$ cat src/rtl/cordic_twiddle_feeder_pkg.sv
// Shared float32 types and helpers for the CORDIC FFT datapath.
package cordic_fft_pkg;

    typedef logic [31:0] float32_t;

    localparam float32_t FP_ONE  = 32'h3f800000;
    localparam float32_t FP_ZERO = 32'h00000000;

    localparam int unsigned CORDIC_LAT_DEFAULT = 23;

    // Sign flip that never produces -0: any zero becomes +0.
    function automatic float32_t fneg(input float32_t v);
        if (v[30:0] == 31'd0) begin
            return FP_ZERO;
        end
        return {~v[31], v[30:0]};
    endfunction

endpackage

$ cat src/rtl/cordic_twiddle_feeder_if.sv
// Sample/operand bus of the twiddle feeder; i_inverse exists only with TWIDDLE_CONJ_EN.
interface cordic_twiddle_feeder_if #(
    parameter int unsigned KW = 4
);
    import cordic_fft_pkg::*;

    logic           i_start;
    logic [KW-1:0]  i_stride;
    logic           i_valid;
    float32_t       i_x;
    float32_t       i_y;
    logic [KW-1:0]  i_k;
`ifdef TWIDDLE_CONJ_EN
    logic           i_inverse;
`endif
    float32_t       o_x;
    float32_t       o_y;
    float32_t       o_z;
    logic           o_valid;
    logic           o_res_valid;
    logic [KW-1:0]  o_res_k;
    logic           o_busy;
    logic           o_frame_done;

    modport master (
`ifdef TWIDDLE_CONJ_EN
        output i_inverse,
`endif
        output i_start, i_stride, i_valid, i_x, i_y, i_k,
        input  o_x, o_y, o_z, o_valid, o_res_valid, o_res_k, o_busy, o_frame_done
    );

    modport slave (
`ifdef TWIDDLE_CONJ_EN
        input  i_inverse,
`endif
        input  i_start, i_stride, i_valid, i_x, i_y, i_k,
        output o_x, o_y, o_z, o_valid, o_res_valid, o_res_k, o_busy, o_frame_done
    );

endinterface

$ cat src/rtl/cordic_twiddle_feeder_rom.sv
// Synchronous N_POINTS/4 x 32 ROM of residual angles -2*pi*r/N_POINTS as float32.
module twiddle_rom
    import cordic_fft_pkg::*;
#(
    parameter  int unsigned N_POINTS = 16,
    localparam int unsigned KW       = $clog2(N_POINTS),
    localparam int unsigned AW       = KW - 2
) (
    input  logic          clk,
    input  logic          rst,
    input  logic [AW-1:0] addr,
    output float32_t      data
);

    localparam int unsigned DEPTH = N_POINTS / 4;
    // pi scaled by 2^61
    localparam logic [63:0] PI_FX = 64'h6487ED5110B4611A;

    // Builds the float32 image of -2*pi*r/N_POINTS, rounded to nearest even.
    function automatic float32_t angle_bits(input int unsigned r);
        logic [63:0]  mag;
        logic [63:0]  nrm;
        logic [30:0]  em;
        logic         round_up;
        int unsigned  p;
        mag = (PI_FX >> (KW - 1)) * 64'(r);
        if (mag == 64'd0) begin
            return FP_ZERO;
        end
        p = 0;
        for (int unsigned i = 0; i < 64; i++) begin
            if (mag[i]) p = i;
        end
        nrm      = mag << (63 - p);
        em       = {8'(127 + p - 61), nrm[62:40]};
        round_up = nrm[39] && (nrm[40] || (nrm[38:0] != 39'd0));
        return {1'b1, em + 31'(round_up)};
    endfunction

    float32_t rom_tbl [DEPTH];

    for (genvar a = 0; a < DEPTH; a++) begin : g_tbl
        assign rom_tbl[a] = angle_bits(a);
    end

    always_ff @(posedge clk or posedge rst) begin
        if (rst) begin
            data <= FP_ZERO;
        end else begin
            data <= rom_tbl[addr];
        end
    end

endmodule

$ cat src/rtl/cordic_twiddle_feeder.sv
// Folds (sample, twiddle index) into CORDIC operands with |z| <= pi/2 and tracks valid/k tags.
// Optional TWIDDLE_CONJ_EN adds bus.i_inverse for the inverse (conjugate) rotation.
module cordic_twiddle_feeder
    import cordic_fft_pkg::*;
#(
    parameter int unsigned N_POINTS   = 16,
    parameter int unsigned CORDIC_LAT = CORDIC_LAT_DEFAULT,
    parameter              ROM_FILE   = "twiddle.hex"
) (
    input  logic                  i_clk,
    input  logic                  i_reset,
    cordic_twiddle_feeder_if.slave bus
);

    localparam int unsigned KW = $clog2(N_POINTS);

    localparam bit CFG_OK = (N_POINTS >= 8) && ((N_POINTS & (N_POINTS - 1)) == 0) &&
                            (CORDIC_LAT >= 1) && ($bits(ROM_FILE) >= 8);
    if (!CFG_OK) begin : g_bad_cfg
        $error("cordic_twiddle_feeder: unsupported parameter set");
    end

    typedef enum logic {IDLE, RUN} state_t;

    state_t         state;
    logic [KW-1:0]  cnt;
    logic [KW-1:0]  stride_q;
    logic           busy_q;
    logic           done_q;
    logic [KW-1:0]  k_run_c;
    logic [KW-1:0]  k_c;

    logic           s1_valid;
    logic [KW-1:0]  s1_k;
    float32_t       s1_x;
    float32_t       s1_y;
    float32_t       rom_data;
`ifdef TWIDDLE_CONJ_EN
    logic           s1_inv;
`endif

    logic [1:0]     q_c;
    float32_t       fx_c;
    float32_t       fy_c;
    float32_t       fz_c;

    logic           valid_q;
    logic [KW-1:0]  s2_k;
    float32_t       x_q;
    float32_t       y_q;
    float32_t       z_q;

    logic [CORDIC_LAT-1:0] vld_sr;
    logic [KW-1:0]         k_sr [CORDIC_LAT];

    // Truncation to KW bits is the modulo-N_POINTS reduction.
    assign k_run_c = cnt * stride_q;
    assign k_c     = (state == RUN) ? k_run_c : bus.i_k;

    always_ff @(posedge i_clk or posedge i_reset) begin
        if (i_reset) begin
            state    <= IDLE;
            cnt      <= '0;
            stride_q <= '0;
            busy_q   <= 1'b0;
            done_q   <= 1'b0;
        end else begin
            done_q <= 1'b0;
            case (state)
                IDLE: begin
                    if (bus.i_start) begin
                        state    <= RUN;
                        cnt      <= '0;
                        stride_q <= bus.i_stride;
                        busy_q   <= 1'b1;
                    end
                end
                RUN: begin
                    if (bus.i_valid) begin
                        cnt <= cnt + KW'(1);
                        if (cnt == KW'(N_POINTS - 1)) begin
                            state  <= IDLE;
                            busy_q <= 1'b0;
                            done_q <= 1'b1;
                        end
                    end
                end
                default: state <= IDLE;
            endcase
        end
    end

    twiddle_rom #(
        .N_POINTS (N_POINTS)
    ) u_rom (
        .clk  (i_clk),
        .rst  (i_reset),
        .addr (k_c[KW-3:0]),
        .data (rom_data)
    );

    // Stage 1: capture sample and index alongside the ROM read.
    always_ff @(posedge i_clk or posedge i_reset) begin
        if (i_reset) begin
            s1_valid <= 1'b0;
            s1_k     <= '0;
            s1_x     <= FP_ZERO;
            s1_y     <= FP_ZERO;
`ifdef TWIDDLE_CONJ_EN
            s1_inv   <= 1'b0;
`endif
        end else begin
            s1_valid <= bus.i_valid;
            if (bus.i_valid) begin
                s1_k <= k_c;
                s1_x <= bus.i_x;
                s1_y <= bus.i_y;
`ifdef TWIDDLE_CONJ_EN
                s1_inv <= bus.i_inverse;
`endif
            end
        end
    end

    assign q_c = s1_k[KW-1:KW-2];

    // Quadrant pre-rotation by swap and sign flip only.
    always_comb begin
        fx_c = s1_x;
        fy_c = s1_y;
        fz_c = rom_data;
        case (q_c)
            2'd1: begin fx_c = s1_y;       fy_c = fneg(s1_x); end
            2'd2: begin fx_c = fneg(s1_x); fy_c = fneg(s1_y); end
            2'd3: begin fx_c = fneg(s1_y); fy_c = s1_x;       end
            default: ;
        endcase
`ifdef TWIDDLE_CONJ_EN
        if (s1_inv) begin
            fz_c = fneg(rom_data);
            if (q_c == 2'd1) begin
                fx_c = fneg(s1_y);
                fy_c = s1_x;
            end else if (q_c == 2'd3) begin
                fx_c = s1_y;
                fy_c = fneg(s1_x);
            end
        end
`endif
    end

    // Stage 2 operand registers; they hold while no sample is present.
    always_ff @(posedge i_clk or posedge i_reset) begin
        if (i_reset) begin
            valid_q <= 1'b0;
            s2_k    <= '0;
            x_q     <= FP_ZERO;
            y_q     <= FP_ZERO;
            z_q     <= FP_ZERO;
        end else begin
            valid_q <= s1_valid;
            if (s1_valid) begin
                s2_k <= s1_k;
                x_q  <= fx_c;
                y_q  <= fy_c;
                z_q  <= fz_c;
            end
        end
    end

    // Valid/tag delay matching the CORDIC pipeline.
    always_ff @(posedge i_clk or posedge i_reset) begin
        if (i_reset) begin
            vld_sr <= '0;
            for (int i = 0; i < CORDIC_LAT; i++) begin
                k_sr[i] <= '0;
            end
        end else begin
            vld_sr[0] <= valid_q;
            k_sr[0]   <= s2_k;
            for (int i = 1; i < CORDIC_LAT; i++) begin
                vld_sr[i] <= vld_sr[i-1];
                k_sr[i]   <= k_sr[i-1];
            end
        end
    end

    assign bus.o_x          = x_q;
    assign bus.o_y          = y_q;
    assign bus.o_z          = z_q;
    assign bus.o_valid      = valid_q;
    assign bus.o_res_valid  = vld_sr[CORDIC_LAT-1];
    assign bus.o_res_k      = k_sr[CORDIC_LAT-1];
    assign bus.o_busy       = busy_q;
    assign bus.o_frame_done = done_q;

endmodule
$ cat src/flat_wrapper.sv
// flat-port wrapper written by rule: the top's interface ports become plain ports
module cordic_twiddle_feeder_flat import cordic_fft_pkg::*;
#(
    parameter int unsigned N_POINTS   = 16,
    parameter int unsigned CORDIC_LAT = CORDIC_LAT_DEFAULT,
    parameter              ROM_FILE   = "           "
)
  (i_clk, i_reset, bus_i_start, bus_i_stride, bus_i_valid, bus_i_x, bus_i_y, bus_i_k, bus_o_x, bus_o_y, bus_o_z, bus_o_valid, bus_o_res_valid, bus_o_res_k, bus_o_busy, bus_o_frame_done);
  cordic_twiddle_feeder_if bus_i ();
  input  logic i_clk;
  input  logic i_reset;
  input wire logic [$bits(bus_i.i_start)-1:0] bus_i_start;
  input wire logic [$bits(bus_i.i_stride)-1:0] bus_i_stride;
  input wire logic [$bits(bus_i.i_valid)-1:0] bus_i_valid;
  input wire logic [$bits(bus_i.i_x)-1:0] bus_i_x;
  input wire logic [$bits(bus_i.i_y)-1:0] bus_i_y;
  input wire logic [$bits(bus_i.i_k)-1:0] bus_i_k;
  output wire logic [$bits(bus_i.o_x)-1:0] bus_o_x;
  output wire logic [$bits(bus_i.o_y)-1:0] bus_o_y;
  output wire logic [$bits(bus_i.o_z)-1:0] bus_o_z;
  output wire logic [$bits(bus_i.o_valid)-1:0] bus_o_valid;
  output wire logic [$bits(bus_i.o_res_valid)-1:0] bus_o_res_valid;
  output wire logic [$bits(bus_i.o_res_k)-1:0] bus_o_res_k;
  output wire logic [$bits(bus_i.o_busy)-1:0] bus_o_busy;
  output wire logic [$bits(bus_i.o_frame_done)-1:0] bus_o_frame_done;
  assign bus_i.i_start = bus_i_start;
  assign bus_i.i_stride = bus_i_stride;
  assign bus_i.i_valid = bus_i_valid;
  assign bus_i.i_x = bus_i_x;
  assign bus_i.i_y = bus_i_y;
  assign bus_i.i_k = bus_i_k;
  assign bus_o_x = bus_i.o_x;
  assign bus_o_y = bus_i.o_y;
  assign bus_o_z = bus_i.o_z;
  assign bus_o_valid = bus_i.o_valid;
  assign bus_o_res_valid = bus_i.o_res_valid;
  assign bus_o_res_k = bus_i.o_res_k;
  assign bus_o_busy = bus_i.o_busy;
  assign bus_o_frame_done = bus_i.o_frame_done;
  cordic_twiddle_feeder #(.N_POINTS(N_POINTS), .CORDIC_LAT(CORDIC_LAT), .ROM_FILE(ROM_FILE)) u_core (.i_clk(i_clk), .i_reset(i_reset), .bus(bus_i));
endmodule
$ cat config.mk
export PLATFORM = sky130hd
export DESIGN_NAME = cordic_twiddle_feeder_flat
export DESIGN_NICKNAME = d
export VERILOG_FILES = /design/src/rtl/cordic_twiddle_feeder_pkg.sv /design/src/rtl/cordic_twiddle_feeder_if.sv /design/src/rtl/cordic_twiddle_feeder_rom.sv /design/src/rtl/cordic_twiddle_feeder.sv /design/src/flat_wrapper.sv
export SDC_FILE = /design/constraint.sdc
export NUM_CORES = 1
export LEC_CHECK = 0
export CAP_MARGIN = 0
export CORE_MARGIN = 2
export CORE_UTILIZATION = 50
export CTS_BUF_LIST = sky130_fd_sc_hd__clkbuf_16
export CTS_CLUSTER_DIAMETER = 40
export DETAILED_ROUTE_END_ITERATION = 16
export DONT_BUFFER_PORTS = 1
export HOLD_SLACK_MARGIN = 0.1
export MAX_ROUTING_LAYER = met4
export PLACE_DENSITY = 0.64
export SYNTH_ARGS = -nofsm -noshare
export SYNTH_HDL_FRONTEND = slang
export SYNTH_SLANG_ARGS = --single-unit
$ cat constraint.sdc
create_clock -name i_clk -period 10 [get_ports i_clk]
set_input_delay 1.5 -clock i_clk [delete_from_list [all_inputs] [get_ports i_clk]]
set_output_delay 1.5 -clock i_clk [all_outputs]
set_load 0.005 [all_outputs]
==> results_tabular.tex, run 1 <==
\begin{tabular}{lr}
\hline
Metric & Value \\
\hline
\multicolumn{2}{l}{\textbf{CTS}} \\
Number of CTS-inserted buffers & 36 \\
CTS Hold Buffers Added & 0 \\
CTS Buffer Depth & 3 \\
Setup Buffers After CTS & 0 \\
Root buffer selected by CTS & clkbuf\_16 \\
CTS HTree Levels & 2 \\
Resize count post-CTS & 0 \\
Sinks on Clock Net & 274 \\
Register clock-pin slew on the reported worst setup and hold paths & around 0.050 ns \\
Latest clock arrival within the worst-skew pair & approximately 0.5 ns \\
TritonCTS clock tree & done \\
\multicolumn{2}{l}{\textbf{Place}} \\
Half-perimeter wire length of the detailed placement result & 11900 um \\
\# placed instances & about 880 \\
Setup slack after placement & between 6 and 7 ns \\
Global placement routability congestion & around 0.78 \\
Number of buffer cells added on primary ports & 0 \\
\multicolumn{2}{l}{\textbf{Synthesis}} \\
Number of flops mapped to enable cells by yosys & 0 \\
Sequential-to-total area share from yosys stat & between 60\% and 70\% \\
Count of state elements after synthesis & around 270 \\
Mean post-synth cell area & 14.7 um2 \\
Biggest area consumer among synthesized cells & dfrtp\_1 \\
Leading register cell type out of synthesis & dfrtp\_1 \\
Synth async-reset ratio & 100\% \\
Instance count of the mapped netlist & 672 \\
Unique cell type count in the Yosys netlist & 33 \\
Biggest area contributors in the synthesized netlist & dfrtp\_1 (69\%), mux2\_2 (8.8\%), mux2i\_1 (3.8\%) \\
Mapped cell area & between 0.009 and 0.01 mm2 \\
Area fraction of the dominant cell type after synthesis & a little over two thirds \\
Synthesis Warnings & 0 \\
\multicolumn{2}{l}{\textbf{Routing}} \\
Initial DRC count & about 230 \\
Post-detailed-route via-to-cell ratio & roughly 5.4 \\
Total Routed Length & between 15000 and 20000 um \\
DRC & 0 \\
Via count & roughly 5200 \\
Wire per inst & between 20 and 25 um \\
Detailed Routing Iterations Pass 1 & 5 \\
Antenna-violating nets left & 0 \\
\multicolumn{2}{l}{\textbf{Critical path}} \\
Cell count of the worst reg-to-reg path & 4 \\
Critical Path AT & about 1.2 ns \\
Worst Setup Path Type & reg2out \\
Reg-to-reg slack, setup & between 7 and 8 ns \\
Critical Path Sink & bus\_o\_z[7] \\
Type of element launching the critical path & register \\
Maximum net fanout on the critical path & 12 \\
CP Capture Type & output pin \\
Capturing point of the worst reg2reg path & u\_core.bus.o\_x[2] \\
R2r startpoint & u\_core.s1\_valid \\
Critical path depth in cells & 0 \\
Required time of the worst setup path & 8.50 ns \\
Source of the critical timing path & u\_core.bus.o\_z[29] \\
\multicolumn{2}{l}{\textbf{STA}} \\
Worst relative slew slack & a little over a third \\
Unrepaired setup endpoints after global routing & false \\
Worst-margin pin slew & roughly 0.97 ns \\
Fin. max-slew vios & 0 \\
Minimum setup slack in the final design & about 7.3 ns \\
Number of failing setup endpoints in the final timing report & 0 \\
Post-route minimum period & approximately 2.7 ns \\
Achievable frequency & between 300 and 400 MHz \\
Final worst clock skew & between 0.015 and 0.02 ns \\
Total negative slack & 0 ns \\
Final Hold Violating Endpoints & 0 \\
Period utilization & a little over a quarter \\
\multicolumn{2}{l}{\textbf{Power}} \\
Lkg Pwr & between 4 and 5 nW \\
Power per cell area & between 300 and 400 mW/mm2 \\
Max VDD drop & $\sim$200 uV \\
Part of the total power dissipated in sequential elements & about half \\
Switching share of total power & a little over a quarter \\
Internal Pwr Total & approximately 0.0024 W \\
Portion of total power attributed to the clock network & 38.0\% \\
Comb pwr share & approximately an eighth \\
Switching power & $\sim$0.0009 W \\
\multicolumn{2}{l}{\textbf{Global routing}} \\
First-pass GRT wire length & between 20000 and 30000 um \\
Overall overflow remaining after global route & 0 \\
Global-route total usage across every layer & between 15 and 20\% \\
Vias in the first global route & around 5400 \\
GRT met1 Usage & 24.8\% \\
Initial antenna violation count & 3 \\
Largest net degree at the start of global routing & 124 \\
Global Route met2 Usage & 29.0\% \\
GRT met3 Usage & $\sim$7.2\% \\
Most heavily used metal layer in global routing & met2 \\
\multicolumn{2}{l}{\textbf{Die}} \\
Area of the die & 0.0209 mm2 \\
Die Y-Extent & between 100 and 150 um \\
Row Count & between 50 and 60 \\
Initial Util & between 50\% and 60\% \\
Placeable core area & approximately 0.02 mm2 \\
Die width & 145 um \\
Count of boundary I/O pins & between 150 and 200 \\
\multicolumn{2}{l}{\textbf{Finish}} \\
Synthesis-to-finish area growth & 12.0\% \\
Cell Count, Final, Fillers Out & 950 \\
Multi-input logic area & approximately 0.0026 mm2 \\
Area used by sequential logic in the layout & just under 0.007 mm2 \\
FILL cells & roughly 1500 \\
Fraction of layout instances using a drive strength above 1 & $\sim$21\% \\
NumNets Final & 737 \\
\multicolumn{2}{l}{\textbf{Run status}} \\
Status & finished, final reports clean \\
\multicolumn{2}{l}{\textbf{Worst hold path}} \\
Class of the worst hold path & reg2reg \\
\multicolumn{2}{l}{\textbf{Flow run}} \\
Total of max-cap violations & 0 \\
\hline
\end{tabular}
power by group through the flow:
stage	Clock (W)	Combinational (W)	Sequential (W)
2_1_floorplan	0	0.000447	0.00159
3_3_place_gp	0	0.000402	0.00168
3_5_place_dp	0	0.000416	0.00169
4_1_cts	0.00131	0.000420	0.00168
5_1_grt	0.00136	0.000462	0.00172
6_report	0.00128	0.000416	0.00167
area by class of cell:
cell class	count	area share, %
clock inverter	29	2.60
inverter	4	0.203
sequential	274	62.0
tap	265	3.00
multi-input combinational	332	23.4
timing repair buffer	6	0.407
antenna	3	0.0678
clock buffer	37	8.36
state kept, by name (all words and copies together), names as in the netlist, 5 cells and up:
| name | flops |
|---|---|
| u_core.bus.o_y | 32 |
| u_core.s1_y | 32 |
| u_core.bus.o_x | 32 |
| u_core.k_sr | 88 |
| u_core.u_rom.data | 5 |
| u_core.bus.o_z | 5 |
| u_core.s1_x | 32 |
| u_core.vld_sr | 23 |
synthesized netlist by cell type (5+ instances only):
cell type  number
a21oi_1        39
a221o_1        28
and2_1          6
buf_2          22
buf_4          33
buf_6           6
dfrtp_1       274
ha_1            7
mux2_2         77
mux2i_1        38
nand2_1         8
nand4_1         5
nor2_1         46
nor2b_1        32
nor4_1         14
o21ai_0         7
placed cells by master, fill, tap and decap left out, types with 3 or more instances in the layout:
cell        netlist  final
dfrtp_1         274    272
mux2_2           77     77
nor2_1           46     46
a21oi_1          39     39
mux2i_1          38     38
clkbuf_16         0     37
nor2b_1          32     31
a221o_1          28     28
nor4_1           14     14
nand2_1           8      8
o21ai_0           7      7
inv_1             4      7
ha_1              7      7
and2_1            6      6
buf_4            33      6
nand4_1           5      5
inv_6             0      5
xnor2_1           4      4
nor3_1            4      4
conb_1            1      4
clkinv_1          0      4
clkinvlp_4        0      4
bufinv_16         0      4
diode_2           0      3
a31oi_1           3      3
inv_8             0      3
clkinv_2          0      3
clkinv_4          0      3
kinds of logic (layout without fill, tap and decap cells):
kind of cell,after synthesis,in the layout,share of synthesized area [%]
flops,274,274,69.3
simple gates,117,117,5.97
mux,115,115,12.6
compound gates,83,83,5.86
buf+inv,69,76,4.62
fa+ha+maj,7,7,0.886
xor+xnor,6,6,0.671
other cells,1,7,0.0379
routing by layer:
layer  vias up  part of all wire, %
li1       2297                    -
met4         0                  1.5
met5         -                    0
met1      2655                   43
met2       173                   47
met3        31                  9.0
how the worst min path moves through the flow:
stage / end / slack, ns / start / depth (start not counted)
3_5_place_dp: u_core.k_sr[48] / 0.33 / u_core.k_sr[52] / 0
4_1_cts: u_core.k_sr[81] / 0.35 / u_core.k_sr[85] / 0
5_1_grt: u_core.k_sr[85] / 0.35 / u_core.k_sr[89] / 0
2_1_floorplan: u_core.bus.o_res_k[0] / 0.33 / u_core.k_sr[4] / 0
3_3_place_gp: u_core.k_sr[65] / 0.33 / u_core.k_sr[69] / 0
6_report: u_core.k_sr[39] / 0.34 / u_core.k_sr[43] / 0
through the flow:
step,hold slack [ns],cell area [um2],power (W),util [%]
6_report,0.344,11100,0.00336,56.9
5_1_grt,0.352,11100,0.00354,56.9
4_1_cts,0.346,11100,0.00340,56.8
3_5_place_dp,0.335,9850,0.00211,50.6
3_3_place_gp,0.334,9850,0.00208,50.6
2_1_floorplan,0.331,9900,0.00203,-
Power figures use the tool's default switching activity.
==> run 2: changes to the inputs <==
==> constraint.sdc (replaced) <==
create_clock -name i_clk -period 2.6 [get_ports i_clk]
set_input_delay 0.39 -clock i_clk [delete_from_list [all_inputs] [get_ports i_clk]]
set_output_delay 0.39 -clock i_clk [all_outputs]
set_load 0.005 [all_outputs]
==> run 2 against run 1 <==
  * Combinational power grew to 4.3 times the previous value
  * Setup slack got worse by 7.0 ns
  * Global-route usage increased by 1.1 points
  * Core utilization grew 3.7 points
  * Via count rose by 5.0%
  * Final area up 6.6%
  * Clock power rose to 3.7 times the previous value
  * Power increased to 3.8 times the previous value
  * Sequential power rose to 3.8 times the previous value
  * Largest cell class unchanged
==> results_tabular.tex, run 2 (synthesized netlist as in run 1, its figures left out) <==
\begin{tabular}{lr}
\hline
Metric & Value \\
\hline
\multicolumn{2}{l}{\textbf{Routing}} \\
Antenna-violating nets left & 0 (unchanged) \\
Post-detailed-route via-to-cell ratio & 5.33 (was 5.43) \\
DRC & 0 (unchanged) \\
Wire per inst & 19.9 um (was 20.5 um) \\
Detailed Routing Iterations Pass 1 & 4 (was 5) \\
Initial DRC count & 255 (was 225) \\
Via count & 5416 (was 5156) \\
Total Routed Length & 20200 um (was 19500 um) \\
\multicolumn{2}{l}{\textbf{STA}} \\
Number of failing setup endpoints in the final timing report & 0 (unchanged) \\
Final worst clock skew & 0.0156 ns (was 0.0174 ns) \\
Fin. max-slew vios & 0 (unchanged) \\
Achievable frequency & around 430 MHz \\
Period utilization & between 90 and 100\% \\
Post-route minimum period & 2.35 ns \\
Worst relative slew slack & 43.1\% (was 35.3\%) \\
Unrepaired setup endpoints after global routing & false (unchanged) \\
Final Hold Violating Endpoints & 0 (unchanged) \\
Final-layout worst hold slack & 0.133 ns (was 0.344 ns) \\
Worst-margin pin slew & 0.854 ns (was 0.971 ns) \\
\multicolumn{2}{l}{\textbf{Run status}} \\
Status & finished, final reports clean (unchanged) \\
\multicolumn{2}{l}{\textbf{Place}} \\
\# placed instances & 885 (was 881) \\
Number of buffer cells added on primary ports & 0 (unchanged) \\
Global placement routability congestion & 0.829 (was 0.784) \\
Half-perimeter wire length of the detailed placement result & 12400 um (was 11900 um) \\
\multicolumn{2}{l}{\textbf{Worst hold path}} \\
Hold Path Origin & bus\_i\_k[3] (was u\_core.k\_sr[43]) \\
Class of the worst hold path & in2reg (was reg2reg) \\
Hold Path Cell Cnt & 2 (was 0) \\
Worst min-delay path endpoint & u\_core.s1\_k[3] (was u\_core.k\_sr[39]) \\
\multicolumn{2}{l}{\textbf{Power}} \\
Overall power consumption & 0.0129 W (was 0.00336 W) \\
Comb pwr share & 13.9\% (was 12.4\%) \\
Switching share of total power & 26.9\% (was 27.3\%) \\
Lkg Pwr & 5.22 nW (was 4.91 nW) \\
Part of the total power dissipated in sequential elements & 49.4\% (was 49.6\%) \\
Power per cell area & 1100 mW/mm2 (was 304 mW/mm2) \\
Max VDD drop & 555 uV (was 194 uV) \\
Portion of total power attributed to the clock network & 36.7\% (was 38.0\%) \\
Internal Pwr Total & 0.00944 W (was 0.00244 W) \\
Switching power & 0.00348 W (was 0.000917 W) \\
\multicolumn{2}{l}{\textbf{Die}} \\
Area of the die & 0.0209 mm2 (unchanged) \\
Die width & 145 um (unchanged) \\
Placeable core area & 0.0195 mm2 (unchanged) \\
Count of boundary I/O pins & 180 (unchanged) \\
Initial Util & 50.8\% (unchanged) \\
Row Count & 51 (unchanged) \\
Die Y-Extent & 145 um (unchanged) \\
\multicolumn{2}{l}{\textbf{Critical path}} \\
Slowest cell delay on critical path & 0.45 ns \\
Cell count of the worst reg-to-reg path & 9 (was 4) \\
Reg-to-reg slack, setup & 0.25 ns (was 7.50 ns) \\
R2r startpoint & u\_core.cnt[0] (was u\_core.s1\_valid) \\
Worst Setup Path Type & reg2reg (was reg2out) \\
Most used cell, CP & ha\_1 \\
Critical Path AT & 2.70 ns (was 1.21 ns) \\
Required time of the worst setup path & 2.95 ns (was 8.50 ns) \\
Capturing point of the worst reg2reg path & u\_core.s1\_k[3] (was u\_core.bus.o\_x[2]) \\
Type of element launching the critical path & register (unchanged) \\
Maximum net fanout on the critical path & 8 (was 12) \\
Cell-by-cell listing of the critical path & and2\_1, ha\_1, ha\_1, ha\_1, xnor2\_1, xnor2\_1, xnor3\_1, mux2i\_1, a21oi\_1 \\
CP Capture Type & register (was output pin) \\
Worst-path cell with the longest stage delay & dfrtp\_1 \\
Largest delay share family, worst path & adder cells \\
Number of buffers and inverters on the critical path & 0 \\
\multicolumn{2}{l}{\textbf{Global routing}} \\
Most heavily used metal layer in global routing & met2 (unchanged) \\
Global Route met2 Usage & 31.5\% (was 29.0\%) \\
Largest net degree at the start of global routing & 106 (was 124) \\
First-pass GRT wire length & 31500 um (was 30000 um) \\
GRT met1 Usage & 26.2\% (was 24.8\%) \\
Overall overflow remaining after global route & 0 (unchanged) \\
Global-route total usage across every layer & 20.3\% (was 19.2\%) \\
Initial antenna violation count & 0 (was 3) \\
GRT met3 Usage & 6.16\% (was 7.19\%) \\
Vias in the first global route & 5774 (was 5423) \\
\multicolumn{2}{l}{\textbf{Finish}} \\
Fraction of layout instances using a drive strength above 1 & 19.3\% (was 21.4\%) \\
Most frequent cells in the layout & dfrtp\_1 (272), mux2\_2 (77), dlygate4sd3\_1 (70), nor2\_1 (46), a21oi\_1 (39) (was dfrtp\_1 (272), mux2\_2 (77), nor2\_1 (46), a21oi\_1 (39), mux2i\_1 (38)) \\
Synthesis-to-finish area growth & 19.3\% (was 12.0\%) \\
Biggest register & u\_core.k\_sr (unchanged) \\
Antenna diode count & 0 (was 3) \\
FILL cells & 1485 (was 1535) \\
Cell Count, Final, Fillers Out & 1017 (was 950) \\
Most common library cell in the layout ignoring fill and taps & dfrtp\_1 (unchanged) \\
Flip-flop count of the largest register after layout & 88 (unchanged) \\
NumNets Final & 811 (was 737) \\
\multicolumn{2}{l}{\textbf{CTS}} \\
Number of CTS-inserted buffers & 35 (was 36) \\
Latest clock arrival within the worst-skew pair & 0.49 ns (was 0.50 ns) \\
TritonCTS clock tree & done (unchanged) \\
CTS Buffer Depth & 3 (unchanged) \\
CTS Hold Buffers Added & 71 (was 0) \\
Resize count post-CTS & 0 (unchanged) \\
Root buffer selected by CTS & clkbuf\_16 (unchanged) \\
Sinks on Clock Net & 274 (unchanged) \\
Register clock-pin slew on the reported worst setup and hold paths & 0.05 ns (about the same) \\
CTS HTree Levels & 2 (unchanged) \\
Setup Buffers After CTS & 0 (unchanged) \\
\multicolumn{2}{l}{\textbf{Flow run}} \\
Total of max-cap violations & 0 (unchanged) \\
\hline
\end{tabular}
## run 2: cell count changes in the layout (fill, tap and decap cells not counted), sizes merged
cell	delta
inv	-3
dlygate4sd3	+70
clkinvlp	+1
buf	+5
clkinv	-3
diode	-3
## run 2: area by class of cell
class / instances / area, um2 / share of cell area, %
flip-flops and latches: 274 / 6860 / 58.2
multi-input cells: 332 / 2590 / 21.9
repair buffers: 81 / 828 / 7.02
clock buffers: 37 / 926 / 7.85
well taps: 265 / 332 / 2.81
inverters: 4 / 18.8 / 0.159
clock inverters: 24 / 241 / 2.05
## run 2: routing by layer
metal / vias up / wire length, um
met5: - / 0
met4: 0 / 357
met3: 29 / 1590
met2: 187 / 9820
met1: 2774 / 8480
li1: 2426 / -
## run 2: worst max-delay path by stage
| stage | startpoint | depth (start not counted) | slack (ns) | to |
|---|---|---|---|---|
| after floorplan | i_reset | 1 | -1.41 | u_core.bus.o_busy |
| after global placement | u_core.cnt[0] | 9 | 0.36 | u_core.s1_k[3] |
| after detailed placement | u_core.cnt[0] | 9 | 0.25 | u_core.s1_k[3] |
| after CTS | u_core.cnt[0] | 9 | 0.23 | u_core.s1_k[3] |
| after global routing | u_core.cnt[0] | 9 | 0.07 | u_core.s1_k[3] |
| final | u_core.cnt[0] | 9 | 0.25 | u_core.s1_k[3] |
## run 2: stage by stage
step	cell area [um2]	TNS [ns]	setup WS [ns]	util, %
after detailed placement	9900	0	0.245	50.9
after floorplan	9900	-387.27	-1.41	-
after global placement	9900	0	0.358	50.9
final	11800	0	0.252	60.6
after CTS	11800	0	0.227	60.6
after global routing	11800	0	0.0746	60.6
## run 2: power by group through the flow
| stage | registers [W] | clock network [W] | logic (W) |
|---|---|---|---|
| final | 0.00639 | 0.00474 | 0.00179 |
| after floorplan | 0.00610 | 0 | 0.00172 |
| after global placement | 0.00641 | 0 | 0.00161 |
| after detailed placement | 0.00648 | 0 | 0.00167 |
| after global routing | 0.00656 | 0.00506 | 0.00199 |
| after CTS | 0.00642 | 0.00485 | 0.00180 |
==> run 3: changes to the inputs <==
--- a/config.mk
+++ b/config.mk
@@ -6,15 +6,17 @@
 export NUM_CORES = 1
 export LEC_CHECK = 0
 export CAP_MARGIN = 0
+export CELL_PAD_IN_SITES_DETAIL_PLACEMENT = 0
+export CELL_PAD_IN_SITES_GLOBAL_PLACEMENT = 2
 export CORE_MARGIN = 2
-export CORE_UTILIZATION = 50
+export CORE_UTILIZATION = 43
 export CTS_BUF_LIST = sky130_fd_sc_hd__clkbuf_16
 export CTS_CLUSTER_DIAMETER = 40
 export DETAILED_ROUTE_END_ITERATION = 16
 export DONT_BUFFER_PORTS = 1
 export HOLD_SLACK_MARGIN = 0.1
 export MAX_ROUTING_LAYER = met4
-export PLACE_DENSITY = 0.64
+export PLACE_DENSITY = 0.76
 export SYNTH_ARGS = -nofsm -noshare
 export SYNTH_HDL_FRONTEND = slang
 export SYNTH_SLANG_ARGS = --single-unit
==> run 3 against run 2 <==
  * Largest power group unchanged
  * Largest cell class unchanged
  * Hold slack gained 0.011 ns
  * Cell count grew 3.0%
  * Highest routed layer unchanged
  * Core utilization shrank 7.9 points
  * Maximum frequency shrank 0.73%
==> results_tabular.tex, run 3 (synthesized netlist as in run 1, its figures left out) <==
\begin{tabular}{lr}
\hline
Metric & Value \\
\hline
\multicolumn{2}{l}{\textbf{Worst hold path}} \\
Hold Path Origin & bus\_i\_start (was bus\_i\_k[3]) \\
Class of the worst hold path & in2reg (unchanged) \\
Hold Path Cell Cnt & 3 (was 2) \\
\multicolumn{2}{l}{\textbf{Routing}} \\
Antenna-violating nets left & 0 (unchanged) \\
Post-detailed-route via-to-cell ratio & 5.22 (was 5.33) \\
DRC & 0 (unchanged) \\
Detailed Routing Iterations Pass 1 & 6 (was 4) \\
Via count & 5469 (was 5416) \\
Initial DRC count & 407 (was 255) \\
Wire per inst & 18.6 um (was 19.9 um) \\
Total Routed Length & 19500 um (was 20200 um) \\
\multicolumn{2}{l}{\textbf{Die}} \\
Count of boundary I/O pins & 180 (unchanged) \\
Die Y-Extent & 156 um (was 145 um) \\
Placeable core area & 0.0226 mm2 (was 0.0195 mm2) \\
Row Count & 55 (was 51) \\
Initial Util & 43.7\% (was 50.8\%) \\
Die width & 156 um (was 145 um) \\
Area of the die & 0.0242 mm2 (was 0.0209 mm2) \\
\multicolumn{2}{l}{\textbf{Finish}} \\
NumNets Final & 818 (was 811) \\
Synthesis-to-finish area growth & 20.6\% (was 19.3\%) \\
Cell Count, Final, Fillers Out & 1048 (was 1017) \\
Most frequent cells in the layout & dfrtp\_1 (272), mux2\_2 (77), dlygate4sd3\_1 (73), nor2\_1 (46), a21oi\_1 (39) (was dfrtp\_1 (272), mux2\_2 (77), dlygate4sd3\_1 (70), nor2\_1 (46), a21oi\_1 (39)) \\
Fraction of layout instances using a drive strength above 1 & 20.3\% (was 19.3\%) \\
Most common library cell in the layout ignoring fill and taps & dfrtp\_1 (unchanged) \\
Antenna diode count & 0 (unchanged) \\
Area used by sequential logic in the layout & 0.00686 mm2 (unchanged) \\
FILL cells & 1873 (was 1485) \\
Multi-input logic area & 0.00259 mm2 (unchanged) \\
Flip-flop count of the largest register after layout & 88 (unchanged) \\
Biggest register & u\_core.k\_sr (unchanged) \\
\multicolumn{2}{l}{\textbf{STA}} \\
Worst-margin pin slew & 0.614 ns (was 0.854 ns) \\
Worst relative slew slack & 59.1\% (was 43.1\%) \\
Number of failing setup endpoints in the final timing report & 0 (unchanged) \\
Achievable frequency & 423 MHz (was 426 MHz) \\
Post-route minimum period & 2.36 ns (was 2.35 ns) \\
Final worst clock skew & 0.0160 ns (was 0.0156 ns) \\
Fin. max-slew vios & 0 (unchanged) \\
Period utilization & 91.0\% (was 90.3\%) \\
Unrepaired setup endpoints after global routing & false (unchanged) \\
Final Hold Violating Endpoints & 0 (unchanged) \\
Minimum setup slack in the final design & 0.235 ns (was 0.252 ns) \\
\multicolumn{2}{l}{\textbf{Place}} \\
Number of buffer cells added on primary ports & 0 (unchanged) \\
Half-perimeter wire length of the detailed placement result & 12100 um (was 12400 um) \\
Setup slack after placement & 0.268 ns (was 0.245 ns) \\
Global placement routability congestion & 0.778 (was 0.829) \\
\# placed instances & 906 (was 885) \\
\multicolumn{2}{l}{\textbf{CTS}} \\
Latest clock arrival within the worst-skew pair & 0.51 ns (was 0.49 ns) \\
Register clock-pin slew on the reported worst setup and hold paths & 0.05 ns (about the same) \\
CTS Buffer Depth & 3 (unchanged) \\
Setup Buffers After CTS & 0 (unchanged) \\
Root buffer selected by CTS & clkbuf\_16 (unchanged) \\
CTS HTree Levels & 2 (unchanged) \\
Sinks on Clock Net & 274 (unchanged) \\
TritonCTS clock tree & done (unchanged) \\
Number of CTS-inserted buffers & 38 (was 35) \\
Resize count post-CTS & 0 (unchanged) \\
\multicolumn{2}{l}{\textbf{Global routing}} \\
Global-route total usage across every layer & 16.9\% (was 20.3\%) \\
First-pass GRT wire length & 31200 um (was 31500 um) \\
Largest net degree at the start of global routing & 120 (was 106) \\
Initial antenna violation count & 0 (unchanged) \\
Overall overflow remaining after global route & 0 (unchanged) \\
Vias in the first global route & 5779 (was 5774) \\
\multicolumn{2}{l}{\textbf{Critical path}} \\
Worst-path cell with the longest stage delay & dfrtp\_1 (unchanged) \\
Critical Path AT & 2.73 ns (was 2.70 ns) \\
R2r startpoint & u\_core.cnt[0] (unchanged) \\
CP Capture Type & register (unchanged) \\
Cell-by-cell listing of the critical path & and2\_1, ha\_1, ha\_1, ha\_1, xnor2\_1, xnor2\_1, xnor3\_1, mux2i\_1, a21oi\_1 (unchanged) \\
Most used cell, CP & ha\_1 (unchanged) \\
Type of element launching the critical path & register (unchanged) \\
Worst Setup Path Type & reg2reg (unchanged) \\
Source of the critical timing path & u\_core.cnt[0] (unchanged) \\
Maximum net fanout on the critical path & 8 (unchanged) \\
Required time of the worst setup path & 2.97 ns (was 2.95 ns) \\
Cell count of the worst reg-to-reg path & 9 (unchanged) \\
Slowest cell delay on critical path & 0.45 ns (about the same) \\
\multicolumn{2}{l}{\textbf{Power}} \\
Max VDD drop & 693 uV (was 555 uV) \\
Lkg Pwr & 5.27 nW (was 5.22 nW) \\
Power per cell area & 1100 mW/mm2 (about the same) \\
\multicolumn{2}{l}{\textbf{Run status}} \\
Status & finished, final reports clean (unchanged) \\
\multicolumn{2}{l}{\textbf{Flow run}} \\
Total of max-cap violations & 0 (unchanged) \\
\hline
\end{tabular}
==> run 3: final cells by class <==
| cell class | count | area share, % |
|---|---|---|
| multi-input cells | 332 | 21.7 |
| repair buffers | 85 | 7.26 |
| inverters | 4 | 0.157 |
| well taps | 285 | 2.99 |
| flip-flops and latches | 274 | 57.6 |
| clock inverters | 30 | 2.35 |
| clock buffers | 38 | 7.98 |
==> run 3: report_power, final <==
group	switching (W)	internal [W]
registers	0.000812	0.00554
clock network	0.00190	0.00302
logic	0.000874	0.000932
==> run 3: metrics by stage <==
| step | util [%] | setup TNS, ns | hold WS (ns) | instance area [um2] | power [W] |
|---|---|---|---|---|---|
| after global routing | 52.7 | 0 | 0.143 | 11900 | 0.0138 |
| after CTS | 52.7 | 0 | 0.120 | 11900 | 0.0133 |
| after floorplan | - | -387.27 | 0.331 | 9900 | 0.00782 |
| after detailed placement | 43.9 | 0 | 0.281 | 9930 | 0.00815 |
| after global placement | 43.9 | 0 | 0.271 | 9930 | 0.00804 |
| final | 52.7 | 0 | 0.144 | 11900 | 0.0131 |
==> run 3: critical path: cells and delay by family (launching register included) <==
family | cells | cell delay (ns)
fa+ha+maj | 3 | 0.81
simple gates | 1 | 0.18
xor+xnor | 3 | 0.56
compound gates | 1 | 0.08
flops | 1 | 0.45
mux | 1 | 0.15
==> run 3: worst paths after layout <==
kind	endpoint	slack, ns
max	u_core.s1_k[3]	0.24
min	u_core.cnt[0]	0.14
max reg2reg	u_core.s1_k[3]	0.24
min reg2reg	u_core.k_sr[54]	0.34
max in group asynchronous	u_core.s1_valid	1.31
min in group asynchronous	u_core.cnt[3]	0.36
==> run 3: per-layer routing <==
| layer | vias up | share of wire [%] | track usage (%) |
|---|---|---|---|
| met3 | 38 | 7.6 | 4.94 |
| met2 | 186 | 47 | 25.7 |
| met4 | 0 | 2.1 | 5.59 |
| met1 | 2793 | 44 | 21.9 |
| met5 | - | 0 | - |
| li1 | 2452 | - | - |
==> run 3: timing repair <==
| item | in CTS | in global routing |
|---|---|---|
| hold buffers | 74 | 0 |
| endpoints found under the hold margin | 91 | 0 |
| endpoints found under the setup margin | 0 | 0 |
